File: src/rtl/nn_top.sv
// 6-4-1 fixed-point MLP (Q8.8, ReLU hidden) on one shared MAC; free-running 34-cycle inference loop.
// Latency 33 edges from LOAD to result; no backpressure, data_out holds the last result with a sticky valid.
module nn_top #(
    parameter int FRAC = 8
) (
    input  logic               clk_in,
    input  logic               rst_n,
    input  logic [15:0]        data_in [6],
    output logic signed [15:0] data_out,
    output logic               data_out_v
);

    typedef enum logic [1:0] {S_LOAD, S_L1, S_L2} state_t;

    // All biases are zero, so every neuron starts from an empty accumulator.
    localparam logic signed [39:0] ACC_PRELOAD = '0;

    state_t             state_q, state_d;
    logic [1:0]         nrn_q, nrn_d;
    logic [2:0]         tap_q, tap_d;
    logic signed [39:0] acc_q, acc_d;
    logic signed [15:0] out_q, out_d;
    logic               vld_q, vld_d;
    logic signed [15:0] xbuf_q [6];
    logic signed [15:0] h_q [4];

    logic               load_en;
    logic               h_we;
    logic signed [15:0] mac_a, mac_b;
    logic signed [31:0] prod;
    logic signed [15:0] fin_val;

    function automatic logic signed [15:0] w1_rom(input logic [1:0] j, input logic [2:0] k);
        logic signed [15:0] w;
        w = '0;
        case (j)
            2'd0: if (k == 3'd0 || k == 3'd1) w = 16'sh0100;
            2'd1: if (k == 3'd2 || k == 3'd3) w = 16'sh0100;
            2'd2: if (k == 3'd4 || k == 3'd5) w = 16'sh0100;
            default: begin
                if (k == 3'd0)      w = 16'sh0100;
                else if (k == 3'd5) w = 16'shFF00;
            end
        endcase
        return w;
    endfunction

    function automatic logic signed [15:0] w2_rom(input logic [2:0] k);
        logic signed [15:0] w;
        w = '0;
        case (k)
            3'd0, 3'd1, 3'd2: w = 16'sh0080;
            3'd3:             w = 16'sh0100;
            default:          w = '0;
        endcase
        return w;
    endfunction

    // Floor shift back to Q8.8, optional ReLU, then clamp to the 16-bit range.
    function automatic logic signed [15:0] finalize(input logic signed [39:0] a, input logic relu);
        logic signed [39:0] s;
        logic signed [15:0] r;
        s = a >>> FRAC;
        if (relu && s < 0)            r = '0;
        else if (s > 40'sd32767)      r = 16'sh7FFF;
        else if (s < -40'sd32768)     r = 16'sh8000;
        else                          r = s[15:0];
        return r;
    endfunction

    always_comb begin
        mac_a = '0;
        mac_b = '0;
        if (state_q == S_L1) begin
            for (int i = 0; i < 6; i++)
                if (tap_q == 3'(i)) mac_a = xbuf_q[i];
            mac_b = w1_rom(nrn_q, tap_q);
        end else if (state_q == S_L2) begin
            for (int i = 0; i < 4; i++)
                if (tap_q == 3'(i)) mac_a = h_q[i];
            mac_b = w2_rom(tap_q);
        end
    end

    assign prod    = mac_a * mac_b;
    assign fin_val = finalize(acc_q, state_q == S_L1);

    always_comb begin
        state_d = state_q;
        nrn_d   = nrn_q;
        tap_d   = tap_q;
        acc_d   = acc_q;
        out_d   = out_q;
        vld_d   = vld_q;
        load_en = 1'b0;
        h_we    = 1'b0;
        case (state_q)
            S_LOAD: begin
                load_en = 1'b1;
                acc_d   = ACC_PRELOAD;
                nrn_d   = '0;
                tap_d   = '0;
                state_d = S_L1;
            end
            S_L1: begin
                if (tap_q == 3'd6) begin
                    h_we  = 1'b1;
                    acc_d = ACC_PRELOAD;
                    tap_d = '0;
                    nrn_d = nrn_q + 2'd1;
                    if (nrn_q == 2'd3) state_d = S_L2;
                end else begin
                    acc_d = acc_q + 40'(prod);
                    tap_d = tap_q + 3'd1;
                end
            end
            S_L2: begin
                if (tap_q == 3'd4) begin
                    out_d   = fin_val;
                    vld_d   = 1'b1;
                    acc_d   = ACC_PRELOAD;
                    tap_d   = '0;
                    state_d = S_LOAD;
                end else begin
                    acc_d = acc_q + 40'(prod);
                    tap_d = tap_q + 3'd1;
                end
            end
            default: state_d = S_LOAD;
        endcase
    end

    always_ff @(posedge clk_in or negedge rst_n) begin
        if (!rst_n) begin
            state_q <= S_LOAD;
            nrn_q   <= '0;
            tap_q   <= '0;
            acc_q   <= '0;
            out_q   <= '0;
            vld_q   <= 1'b0;
        end else begin
            state_q <= state_d;
            nrn_q   <= nrn_d;
            tap_q   <= tap_d;
            acc_q   <= acc_d;
            out_q   <= out_d;
            vld_q   <= vld_d;
        end
    end

    always_ff @(posedge clk_in or negedge rst_n) begin
        if (!rst_n) begin
            for (int i = 0; i < 6; i++) xbuf_q[i] <= '0;
            for (int i = 0; i < 4; i++) h_q[i] <= '0;
        end else begin
            if (load_en)
                for (int i = 0; i < 6; i++) xbuf_q[i] <= data_in[i];
            if (h_we) h_q[nrn_q] <= fin_val;
        end
    end

    assign data_out   = out_q;
    assign data_out_v = vld_q;

endmodule

File: config.mk
export PLATFORM = sky130hd
export DESIGN_NAME = nn_top
export DESIGN_NICKNAME = d
export VERILOG_FILES = /design/src/rtl/nn_top.sv
export SDC_FILE = /design/constraint.sdc
export NUM_CORES = 1
export LEC_CHECK = 0
export CAP_MARGIN = 40
export CORE_MARGIN = 5
export CORE_UTILIZATION = 45
export CTS_CLUSTER_DIAMETER = 120
export DETAILED_ROUTE_END_ITERATION = 12
export PLACE_DENSITY = 0.75
export SETUP_SLACK_MARGIN = 0.5
export SLEW_MARGIN = 20
export SYNTH_ARGS = -nofsm -noshare
export SYNTH_HDL_FRONTEND = slang
export SYNTH_SLANG_ARGS = --single-unit
File: constraint.sdc
create_clock -name clk_in -period 17.75 [get_ports clk_in]
set_input_delay 3.55 -clock clk_in [delete_from_list [all_inputs] [get_ports clk_in]]
set_output_delay 3.55 -clock clk_in [all_outputs]
set_load 0.02 [all_outputs]
Word-level counts from Yosys, hierarchy flattened
Index checks and enable logic that the tools add are counted.
Widths: inputs -> output; s select.
{"block": "word_totals", "word_cells": 96, "input_bits": 98, "regBits": 224}
{"block": "op_classes", "mux": 42, "n_bitwise": 1, "magnitude_cmp": 5, "n_mul": 1, "n_addsub": 3, "n_reduce_logical": 14, "n_eq_ne": 14}
{"op": "$mux 16", "count": 19}
{"op": "$pmux 40 s3", "count": 1}
{"op": "$mux 40", "count": 2}
{"op": "$bwmux 64", "count": 1}
{"op": "$pmux 16 s3", "count": 1}
{"op": "$add 40x32->40", "count": 1}
{"op": "$mux 9", "count": 4}
{"op": "$demux 16 s2", "count": 1}
{"op": "$gt 32x16->1 const B", "count": 1}
{"op": "$lt 32x1->1 const B", "count": 1}
{"op": "$lt 32x16->1 const B", "count": 1}
{"op": "$mul 16x16->32", "count": 1}
{"op": "$pmux 9 s2", "count": 1}
{"op": "$eq 3x3->1 const B", "count": 3}
{"op": "$pmux 3 s3", "count": 1}
{"op": "$mux 2", "count": 4}
{"op": "$eq 2x2->1 const B", "count": 3}
{"op": "$eq 3x2->1 const B", "count": 2}
{"op": "$mux 3", "count": 2}
{"op": "$pmux 2 s3", "count": 1}
{"op": "$eq 2x1->1 const B", "count": 2}
{"op": "$logic_not 2->1", "count": 2}
{"op": "$ne 2x1->1 const B", "count": 2}
{"op": "$pmux 2 s2", "count": 1}
{"op": "other kinds (16)", "count": 22}

Longest topological paths before layout
Gate-level depths: netlist of the first run.
{"block": "logic_depth", "depth_word": 12, "ltp_mapped": 31, "depth_no_buf": 28}

Least setup slack after synthesis of the first run
OpenSTA, ideal clock, no wires.
{"block": "synth_timing", "path_type": "reg-to-reg", "start": "register tap_q[2]", "end": "register acc_q[27]", "stages_incl_launch_ff": 26, "setup_time_ns": 0.122, "arrival_ns": 6.822, "period_less_slack_ns": 6.944, "setup_slack_ns": 10.806, "path_cell_list": "dfrtp_1 buf_4 buf_2 inv_1 ha_1 buf_2 buf_2 clkbuf_1 a221oi_1 nor3_1 a21oi_1 nor2_1 fa_1 fa_1 fa_1 fa_1 fa_1 ha_1 ha_1 clkbuf_1 a21oi_1 o21ai_1 a22o_1 o31a_1 or3_1 a32o_1"}
{"block": "synth_between", "elab_chain_len": 12, "elab_cells_between_ends": 37}
{"element": "start: declaration", "line_no": "20", "source": "logic [2:0] tap_q, tap_d;"}
{"element": "start signal: assignment", "line_no": "144", "source": "tap_q <= tap_d;"}
{"element": "$logic_not 3->1"}
{"element": "$mux 16 (6 in a row)", "line_no": "76", "source": "if (tap_q == 3'(i)) mac_a = xbuf_q[i];"}
{"element": "$mux 16", "line_no": "74", "source": "if (state_q == S_L1) begin"}
{"element": "$mul 16x16->32", "line_no": "85", "source": "assign prod = mac_a * mac_b;"}
{"element": "$add 40x32->40", "line_no": "113, 125"}
{"element": "$mux 40 (on tied branches)", "line_no": "118, 106"}
{"element": "$pmux 40 s3 *", "line_no": "97", "source": "case (state_q)"}
{"element": "end signal: assignment", "line_no": "138", "source": "acc_q <= '0;"}
{"element": "end signal: assignment", "line_no": "145", "source": "acc_q <= acc_d;"}
{"element": "end: declaration", "line_no": "21", "source": "logic signed [39:0] acc_q, acc_d;"}
Every way passes the cells marked *; elsewhere a longest branch is shown, timed or not.
A chain may end at the register's enable or synchronous reset.

Final worst setup path of the first run
{"block": "layout_timing", "start": "register tap_q[0]", "end": "register acc_q[38]"}
Same word-level chain as after synthesis.

==> flow_summary_export.csv, run 1 <==
group,metric,value,unit
routing,vias,12111,
power_and_ir_drop,combinationalPowerShare,0.156,
routing,ant_nets,0,
sta,tightest_slew,0.839,ns
routing,wl_met1,17600,µm
layout,nFillCells,3129,
routing,via_per_inst,5.65,
routing,wl_met2,20100,µm
power_and_ir_drop,p_sw,363,µW
placed_design,dpl.hpwl,31900,µm
global_routing,grt_first_pass_wirelength,68000,µm
worst_setup_path,critical_path_buf_inv_count,5,
clocking,htreeDepth,1,
routing,top_layer_used,"met5",
routing,drc,0,
die,start_util,0.453,
synthesis,synth_top_area_cell,"dfrtp_1",
worst_setup_path,r2r_cells,25,
worst_setup_path,crit_top_cell,"fa_1",
synthesis,yosys_warnings,0,
power_and_ir_drop,ir_drop,0.0971,mV
sta,period_minus_slack,8.75,ns
layout,area_growth_syn_to_layout,15.4,%
layout,layout.nets,2001,
power_and_ir_drop,seqPwrFrac,0.463,
worst_setup_path,cp_top_family,"adder cells",
worst_setup_path,cp.depth,25,
sta,clock-skew-final,0.0164,ns
worst_setup_path,crit_arrival,9.15,ns
worst_setup_path,critPathKind,"reg2reg",
run,drv_cap,0,
placed_design,dp.cells,2096,
min_path,hold_start,"data_out[13]",
sta,slew_headroom,0.435,
worst_setup_path,critical-path-max-stage-delay,0.61,ns
routing,wl_per_cell,19.4,µm
placed_design,portBuffers,114,
worst_setup_path,slowest_stage,"nor2b_2",
layout,multi_input_area,0.00970,mm²
synthesis,synth-seq-area-share,0.338,
sta,finalHoldViolations,0,
run_status,run_status,"completed",
routing,wl_met3,2840,µm
worst_setup_path,cp_max_fo,19,
die,dieArea,0.0395,mm²
synthesis,synth_area_leaders,"dfrtp_1 34%, fa_1 17%, ha_1 7.7%",
sta,max_freq,114,MHz
sta,whs,0.478,ns
die,num_rows,69,
sta,slew_violations,0,
global_routing,grt_max_degree,130,
clocking,root_buffer,"clkbuf_16",
clocking,cts_tree,"yes",
clocking,cts_made_buffers,25,
synthesis,syn_inst,1582,
routing,drtPass1Iterations,6,
clocking,insertion_delay,0.54,ns
clocking,hold_buffers,0,
clocking,clk_pin_slew,0.06,ns
global_routing,grt-ovfl-total,0,
placed_design,gp_congestion,0.950,
synthesis,synth_top_area_share,0.338,
synthesis,ys_seq_elements,217,
synthesis,synth-edff-count,0,
worst_setup_path,end_kind,"register",
clocking,cts_setup_buffers,0,
global_routing,grt_pass1_vias,12648,
sta,layout_worst_path_cycle_share,0.493,
synthesis,syn_area,0.0160,mm²
sta,setup_viol,0,
routing,routed_wirelength,41600,µm
synthesis,ys_dominant_reg_cell,"dfrtp_1",
die,pin_count,115,
synthesis,ys_types,73,
layout,fin_cells,2143,
power_and_ir_drop,cellLeakagePower,0.00871,µW
synthesis,syn_nets,1916,
layout,antenna_cells,0,
die,core-area,0.0354,mm²
die,die_h,199,µm
sta,rsz0062_at_grt,"false",
worst_setup_path,r2r-start,"tap_q[0]",
clocking,clockBufferDepth,3,
routing,first_iter_violations,975,
min_path,holdPathStages,2,
worst_setup_path,crit_path_start_kind,"register",
synthesis,async_flop_share,1.00,
power_and_ir_drop,powerDensity,72.0,mW/mm²
global_routing,antenna_found_initial,1,
clocking,clock_sinks,217,
global_routing,grt.total_usage,0.216,
synthesis,syn_area_per_cell,10.1,µm²
sta,fin_setup_tns,0,ns
worst_setup_path,cp.required,18.15,ns
min_path,min_path_type,"reg2reg",
worst_setup_path,cp-startpoint,"tap_q[0]",
power_and_ir_drop,p_sw_frac,0.272,
layout,seqCellArea,0.00543,mm²
layout,drive_gt1_frac,0.119,
power_and_ir_drop,pwr-share-clk,0.381,
die,fp.dieW,199,µm
clocking,cts_resized,0,
power_and_ir_drop,intPower,970,µW
worst reg2reg max path: stages, from the launching register on:
cell      delay (ns)
dfrtp_1         0.44
inv_1           0.11
ha_1            0.54
nor2b_2         0.61
buf_4           0.36
a221o_1         0.19
o21ai_0         0.24
o22ai_1         0.55
nand2_1         0.34
fa_1            0.61
inv_1           0.06
fa_1            0.52
fa_1            0.45
fa_1            0.55
inv_1           0.05
fa_1            0.53
inv_1           0.04
ha_1            0.29
ha_1            0.37
a21oi_1         0.21
o21ai_1         0.13
nor3_1          0.57
o211ai_1        0.26
a221oi_1        0.34
xor2_1          0.17
o21ai_1         0.07
cells by family after synthesis:
kind of cell	Yosys count	synth area share
AND/OR/NAND/NOR	377	0.106
buffers and inverters	233	0.0582
AO/OA/AOI/OAI	373	0.150
multiplexers	113	0.0796
adder cells (fa/ha/maj)	236	0.248
XOR/XNOR	33	0.0192
flip-flops	217	0.338
registers in the layout (all words and copies together) (netlist names):
| name | count |
|---|---|
| tap_q | 3 |
| xbuf_q | 96 |
| h_q | 64 |
| nrn_q | 2 |
| data_out | 16 |
| acc_q | 33 |
| state_q | 2 |
| data_out_v | 1 |
final timing paths:
path                                end  slack [ns]
min                        data_out[13]        0.48
min in group asynchronous    xbuf_q[12]        2.88
max in group asynchronous   data_out[3]       13.28
min reg2reg                data_out[13]        0.48
max                           acc_q[38]        9.00
max reg2reg                   acc_q[38]        9.00
cells in the mapped netlist, types with 14 or more instances:
| cell | instances |
|---|---|
| nor2_1 | 66 |
| o21ai_0 | 152 |
| nor3_1 | 15 |
| mux2_2 | 101 |
| o21ai_1 | 38 |
| ha_1 | 99 |
| inv_1 | 149 |
| buf_2 | 17 |
| dfrtp_1 | 217 |
| clkbuf_1 | 57 |
| fa_1 | 137 |
| and2_1 | 26 |
| nand2_1 | 204 |
| xnor2_1 | 22 |
| a21oi_1 | 51 |
| nand3_1 | 14 |
power by group through the flow:
stage                     combinational (µW)  clock (µW)  sequential, µW
after CTS                                208         516             617
after floorplan                         82.7           0             633
after global placement                   198           0             620
final                                    207         508             617
after global routing                     230         535             625
after detailed placement                 206           0             625
metrics by stage:
step	worst slack [ns]	total power [µW]	cell area (µm²)	util
detailed placement	9.15	831	17600	0.499
global placement	9.00	818	17500	0.494
global route	8.62	1390	18500	0.523
CTS	9.10	1340	18400	0.521
floorplan	10.81	716	16000	-
finish	9.00	1330	18500	0.523
placed cells by master (no fill, tap or decap), types with 9 or more instances in the layout:
| master | n |
|---|---|
| xnor2_1 | 22 |
| clkdlybuf4s50_1 | 113 |
| xor2_1 | 10 |
| a211oi_1 | 9 |
| nand2_1 | 204 |
| and2_1 | 26 |
| nand4_1 | 9 |
| nand3_1 | 14 |
| o21ai_1 | 38 |
| o22ai_1 | 9 |
| o21ai_0 | 152 |
| dfrtp_1 | 217 |
| a221o_1 | 10 |
| a21o_1 | 11 |
| a21oi_1 | 51 |
| nor3_1 | 15 |
| buf_4 | 12 |
| fa_1 | 137 |
| ha_1 | 97 |
| mux2_2 | 101 |
| nor2_1 | 66 |
| clkbuf_16 | 25 |
| inv_1 | 149 |
| a22o_1 | 10 |
layout make-up:
class / count / area share
Timing Repair Buffer: 141 / 0.0776
Inverter: 150 / 0.0304
Multi-Input combinational cell: 1132 / 0.524
Clock inverter: 6 / 0.00412
Clock buffer: 36 / 0.0393
Sequential cell: 217 / 0.293
Tap cell: 461 / 0.0312
metal layers:
metal  track usage  vias up
met5             0        -
met4        0.0484        2
met3        0.0366       83
met2         0.361      398
met1         0.298     6048
li1              -     5580
Power figures use the tool's default switching activity.
==> inputs of run 2 (changes only) <==
clock period = 8.4 ns   (was 17.75 ns; I/O delays follow)
==> flow_summary_export.csv, run 2 (synthesis results as in run 1) <==
group,metric,value,unit
run_status,run_status,"completed",
worst_setup_path,slowest_stage,"fa_1",
min_path,min_path_type,"reg2reg",
power_and_ir_drop,finalPower,2850,µW
worst_setup_path,crit_arrival,8.03,ns
worst_setup_path,critical-path-max-stage-delay,0.54,ns
global_routing,grt_pass1_vias,12815,
clocking,htreeDepth,1,
die,die_h,199,µm
layout,mostFrequentLayoutCells,"216 x dfrtp_1, 201 x nand2_1, 150 x o21ai_0",
power_and_ir_drop,cellLeakagePower,0.00889,µW
clocking,clk_pin_slew,0.06,ns
placed_design,dpl.hpwl,32900,µm
power_and_ir_drop,p_sw,774,µW
clocking,insertion_delay,0.53,ns
routing,first_iter_violations,1200,
clocking,root_buffer,"clkbuf_16",
routing,vias,12330,
die,fp.dieW,199,µm
sta,clock-skew-final,0.0165,ns
sta,rsz0062_at_grt,"false",
placed_design,gp_congestion,0.918,
layout,fin_cells,2171,
die,core-area,0.0354,mm²
layout,postLayoutCoreUtil,0.534,
routing,routed_wirelength,42900,µm
sta,tightest_slew,0.848,ns
layout,largest_register_ffs,96,
power_and_ir_drop,p_sw_frac,0.272,
clocking,clockBufferDepth,3,
routing,via_per_inst,5.68,
layout,final_common_cell,"dfrtp_1",
clocking,clock_sinks,217,
power_and_ir_drop,combinationalPowerShare,0.157,
die,num_rows,69,
global_routing,grt-ovfl-total,0,
worst_setup_path,cp.required,8.78,ns
sta,max_freq,131,MHz
sta,slew_violations,0,
layout,top_register,"xbuf_q",
layout,antenna_cells,0,
run,drv_cap,0,
worst_setup_path,critPathKind,"reg2reg",
sta,slew_headroom,0.435,
sta,setup_viol,0,
routing,drtPass1Iterations,7,
placed_design,portBuffers,114,
global_routing,grt_first_pass_wirelength,69900,µm
routing,drc,0,
sta,finalHoldViolations,0,
sta,fin_setup_tns,0,ns
sta,layout_worst_path_cycle_share,0.910,
layout,reg.largest.list,"xbuf_q x96, h_q x64, acc_q x33",
layout,layout.nets,2027,
layout,area_growth_syn_to_layout,17.7,%
power_and_ir_drop,intPower,2070,µW
global_routing,grt_max_degree,83,
power_and_ir_drop,powerDensity,151,mW/mm²
power_and_ir_drop,pwr-share-clk,0.385,
routing,ant_nets,0,
routing,wl_per_cell,19.8,µm
clocking,cts_made_buffers,23,
layout,nFillCells,3081,
die,start_util,0.453,
clocking,cts_tree,"yes",
global_routing,grt.total_usage,0.221,
power_and_ir_drop,seqPwrFrac,0.458,
die,pin_count,115,
worst_setup_path,cp_max_fo,7,
layout,drive_gt1_frac,0.151,
worst_setup_path,crit_path_start_kind,"register",
die,dieArea,0.0395,mm²
worst_setup_path,end_kind,"register",
sta,period_minus_slack,7.64,ns
placed_design,dp.cells,2116,
power_and_ir_drop,ir_drop,0.207,mV
global_routing,antenna_found_initial,0,
run 2: critical path: cells and delay by family, from the launching register on:
family / cells / cell delay [ns]
simple gates: 6 / 1.19
buf+inv: 9 / 1.04
compound gates: 6 / 1.19
flops: 1 / 0.40
fa+ha+maj: 8 / 3.52
xor+xnor: 1 / 0.18
run 2: through the flow:
step / worst slack [ns] / area [µm²] / hold slack [ns]
6_report: 0.758 / 18900 / 0.478
5_1_grt: 0.458 / 18900 / 0.483
4_1_cts: 0.574 / 18600 / 0.473
3_5_place_dp: 0.220 / 17800 / 0.457
3_3_place_gp: 0.458 / 17700 / 0.452
2_1_floorplan: 1.46 / 16000 / 0.443
run 2: final timing paths:
path                            slack (ns)          to  cells after the start  startpoint
min in group asynchronous             1.16  xbuf_q[13]                      1       rst_n
worst min-delay path                  0.48      h_q[0]                      2      h_q[0]
worst max-delay path                  0.76   acc_q[32]                     30    tap_q[1]
worst min register to register        0.48      h_q[0]                      2      h_q[0]
worst max register to register        0.76   acc_q[32]                     30    tap_q[1]
max in group asynchronous             6.17     h_q[57]                      3       rst_n
run 2: power by group through the flow:
| stage | registers [µW] | clock network, µW | logic (µW) |
|---|---|---|---|
| 2_1_floorplan | 1340 | 0 | 175 |
| 3_3_place_gp | 1310 | 0 | 424 |
| 3_5_place_dp | 1320 | 0 | 442 |
| 4_1_cts | 1300 | 1110 | 445 |
| 5_1_grt | 1320 | 1150 | 497 |
| 6_report | 1300 | 1100 | 448 |
run 2: area by class of cell:
| cell class | instances | area (µm²) | area share |
|---|---|---|---|
| repair buffers | 169 | 1660 | 0.0879 |
| flip-flops and latches | 217 | 5430 | 0.288 |
| clock inverters | 11 | 158 | 0.00835 |
| clock buffers | 31 | 656 | 0.0347 |
| multi-input cells | 1132 | 9840 | 0.521 |
| well taps | 461 | 577 | 0.0305 |
| inverters | 150 | 566 | 0.0299 |
run 2: layer usage:
| layer | part of all wire | vias up | track usage | wire (µm) |
|---|---|---|---|---|
| li1 | - | 5628 | - | - |
| met1 | 0.42 | 6247 | 0.306 | 18200 |
| met2 | 0.49 | 381 | 0.373 | 21000 |
| met3 | 0.060 | 74 | 0.0329 | 2590 |
| met4 | 0.024 | 0 | 0.0476 | 1030 |
| met5 | 0 | - | 0 | 0 |
run 2: what timing repair did:
| action | in CTS | in global routing |
|---|---|---|
| setup buffers | 0 | 12 |
| hold endpoints to repair | 0 | 0 |
| hold buffers | 0 | 0 |
| endpoints found under the setup margin | 15 | 20 |
| resized for setup | 5 | 37 |
| pin swaps | 0 | 8 |
==> inputs of run 3 (changes only) <==
PLACE_DENSITY = not set   (was 0.75)
PLACE_DENSITY_LB_ADDON = 0.08   (was not set)
==> flow_summary_export.csv, run 3 (synthesis results as in run 1) <==
group,metric,value,unit
routing,first_iter_violations,725,
routing,vias,11855,
global_routing,grt_pass1_vias,12304,
placed_design,gp_congestion,0.925,
die,num_rows,69,
sta,fin_setup_tns,0,ns
sta,layout_worst_path_cycle_share,0.910,
power_and_ir_drop,cellLeakagePower,0.00902,µW
worst_setup_path,crit_arrival,8.10,ns
power_and_ir_drop,combinationalPowerShare,0.142,
worst_setup_path,cp.required,8.85,ns
layout,top_register,"xbuf_q",
clocking,clock_sinks,217,
die,core-area,0.0354,mm²
clocking,clk_pin_slew,0.06,ns
min_path,min_path_type,"reg2reg",
layout,reg.largest.list,"xbuf_q x96, h_q x64, acc_q x33",
sta,slew_headroom,0.458,
power_and_ir_drop,seqPwrFrac,0.427,
routing,drtPass1Iterations,5,
die,die_h,199,µm
layout,antenna_cells,0,
routing,ant_nets,0,
global_routing,grt_first_pass_wirelength,71200,µm
sta,clock-skew-final,0.0168,ns
clocking,cts_made_buffers,27,
routing,routed_wirelength,45400,µm
sta,period_minus_slack,7.65,ns
routing,top_layer_used,"met4",
layout,drive_gt1_frac,0.155,
clocking,insertion_delay,0.56,ns
power_and_ir_drop,ir_drop,0.143,mV
sta,setup_viol,0,
clocking,cts_tree,"yes",
worst_setup_path,crit_top_cell,"fa_1",
die,fp.dieW,199,µm
placed_design,portBuffers,114,
global_routing,antenna_found_initial,0,
routing,wl_met1,20500,µm
clocking,hold_buffers,0,
sta,rsz0062_at_grt,"true",
routing,via_per_inst,5.43,
power_and_ir_drop,pwr-share-clk,0.431,
sta,max_freq,131,MHz
layout,layout.nets,2034,
worst_setup_path,critical-path-max-stage-delay,0.55,ns
placed_design,dpl.hpwl,35400,µm
clocking,htreeDepth,1,
layout,nFillCells,3255,
sta,tightest_slew,0.808,ns
worst_setup_path,slowest_stage,"fa_1",
routing,wl_met3,2260,µm
sta,finalHoldViolations,0,
global_routing,grt.total_usage,0.231,
power_and_ir_drop,powerDensity,159,mW/mm²
die,start_util,0.453,
sta,slew_violations,0,
worst_setup_path,critPathKind,"reg2reg",
layout,mostFrequentLayoutCells,"217 x dfrtp_1, 200 x nand2_1, 148 x inv_1",
die,dieArea,0.0395,mm²
routing,drc,0,
worst_setup_path,crit_path_start_kind,"register",
run,drv_cap,0,
routing,wl_met2,21300,µm
global_routing,grt_max_degree,77,
sta,whs,0.464,ns
clocking,clockBufferDepth,3,
worst_setup_path,end_kind,"register",
routing,wl_per_cell,20.8,µm
run_status,run_status,"completed",
clocking,root_buffer,"clkbuf_16",
die,pin_count,115,
power_and_ir_drop,p_sw,803,µW
layout,seqCellArea,0.00543,mm²
worst_setup_path,cp_max_fo,20,
global_routing,grt-ovfl-total,0,
power_and_ir_drop,p_sw_frac,0.263,
layout,largest_register_ffs,96,
layout,final_common_cell,"dfrtp_1",
layout,area_growth_syn_to_layout,19.2,%
layout,multi_input_area,0.00986,mm²
power_and_ir_drop,intPower,2250,µW
[run 3: changes by cell type in the layout (fill, tap and decap cells not counted), sizes merged]
cell / before / now
clkinvlp: 2 / 1
bufinv: 3 / 6
inv: 153 / 152
clkinv: 3 / 5
buf: 56 / 57
clkbuf: 31 / 38
[run 3: stage by stage]
stage                util  worst slack, ns  cell area [µm²]  power, µW  std cells
finish              0.540            0.754            19100       3050       2182
detailed placement  0.505            0.498            17900       1750       2124
floorplan               -             1.46            16000       1510       1582
global route        0.540            0.444            19100       3180       2182
CTS                 0.534            0.511            18900       3080       2174
global placement    0.500            0.598            17700       1740       2111
[run 3: timing repair]
| action | 4_1_cts | 5_1_grt |
|---|---|---|
| resized for setup | 1 | 42 |
| pin swaps | 0 | 6 |
| setup buffers | 0 | 6 |
| endpoints found under the setup margin | 8 | 19 |
[run 3: worst paths after layout]
kind	start	endpoint	slack (ns)	cells after the start
max	tap_q[1]	acc_q[39]	0.75	29
min	data_out_v	data_out_v	0.46	1
max reg2reg	tap_q[1]	acc_q[39]	0.75	29
min reg2reg	data_out_v	data_out_v	0.46	1
max in group asynchronous	rst_n	xbuf_q[0]	6.03	3
min in group asynchronous	rst_n	xbuf_q[80]	1.10	1
[run 3: layout make-up]
cell class / count / area share
inverters: 150 / 0.0296
clock buffers: 36 / 0.0397
clock inverters: 14 / 0.0129
flip-flops and latches: 217 / 0.284
well taps: 461 / 0.0302
multi-input cells: 1132 / 0.515
repair buffers: 172 / 0.0883
[run 3: routing by layer]
metal,GRT usage,vias up
met2,0.380,275
met5,0,-
met3,0.0293,65
li1,-,5642
met4,0.0605,0
met1,0.326,5873
[run 3: critical path: cells and delay by family (launching register included)]
kind	cells	cell delay, ns
AND/OR/NAND/NOR	6	0.99
buffers and inverters	7	0.83
flip-flops	1	0.41
adder cells (fa/ha/maj)	8	3.48
AO/OA/AOI/OAI	8	1.82
[run 3: power groups by stage]
stage	Sequential (µW)	Combinational [µW]	Clock [µW]
after detailed placement	1320	432	0
after CTS	1300	435	1340
final	1300	434	1310
after global routing	1320	480	1380
after global placement	1320	422	0
after floorplan	1340	175	0
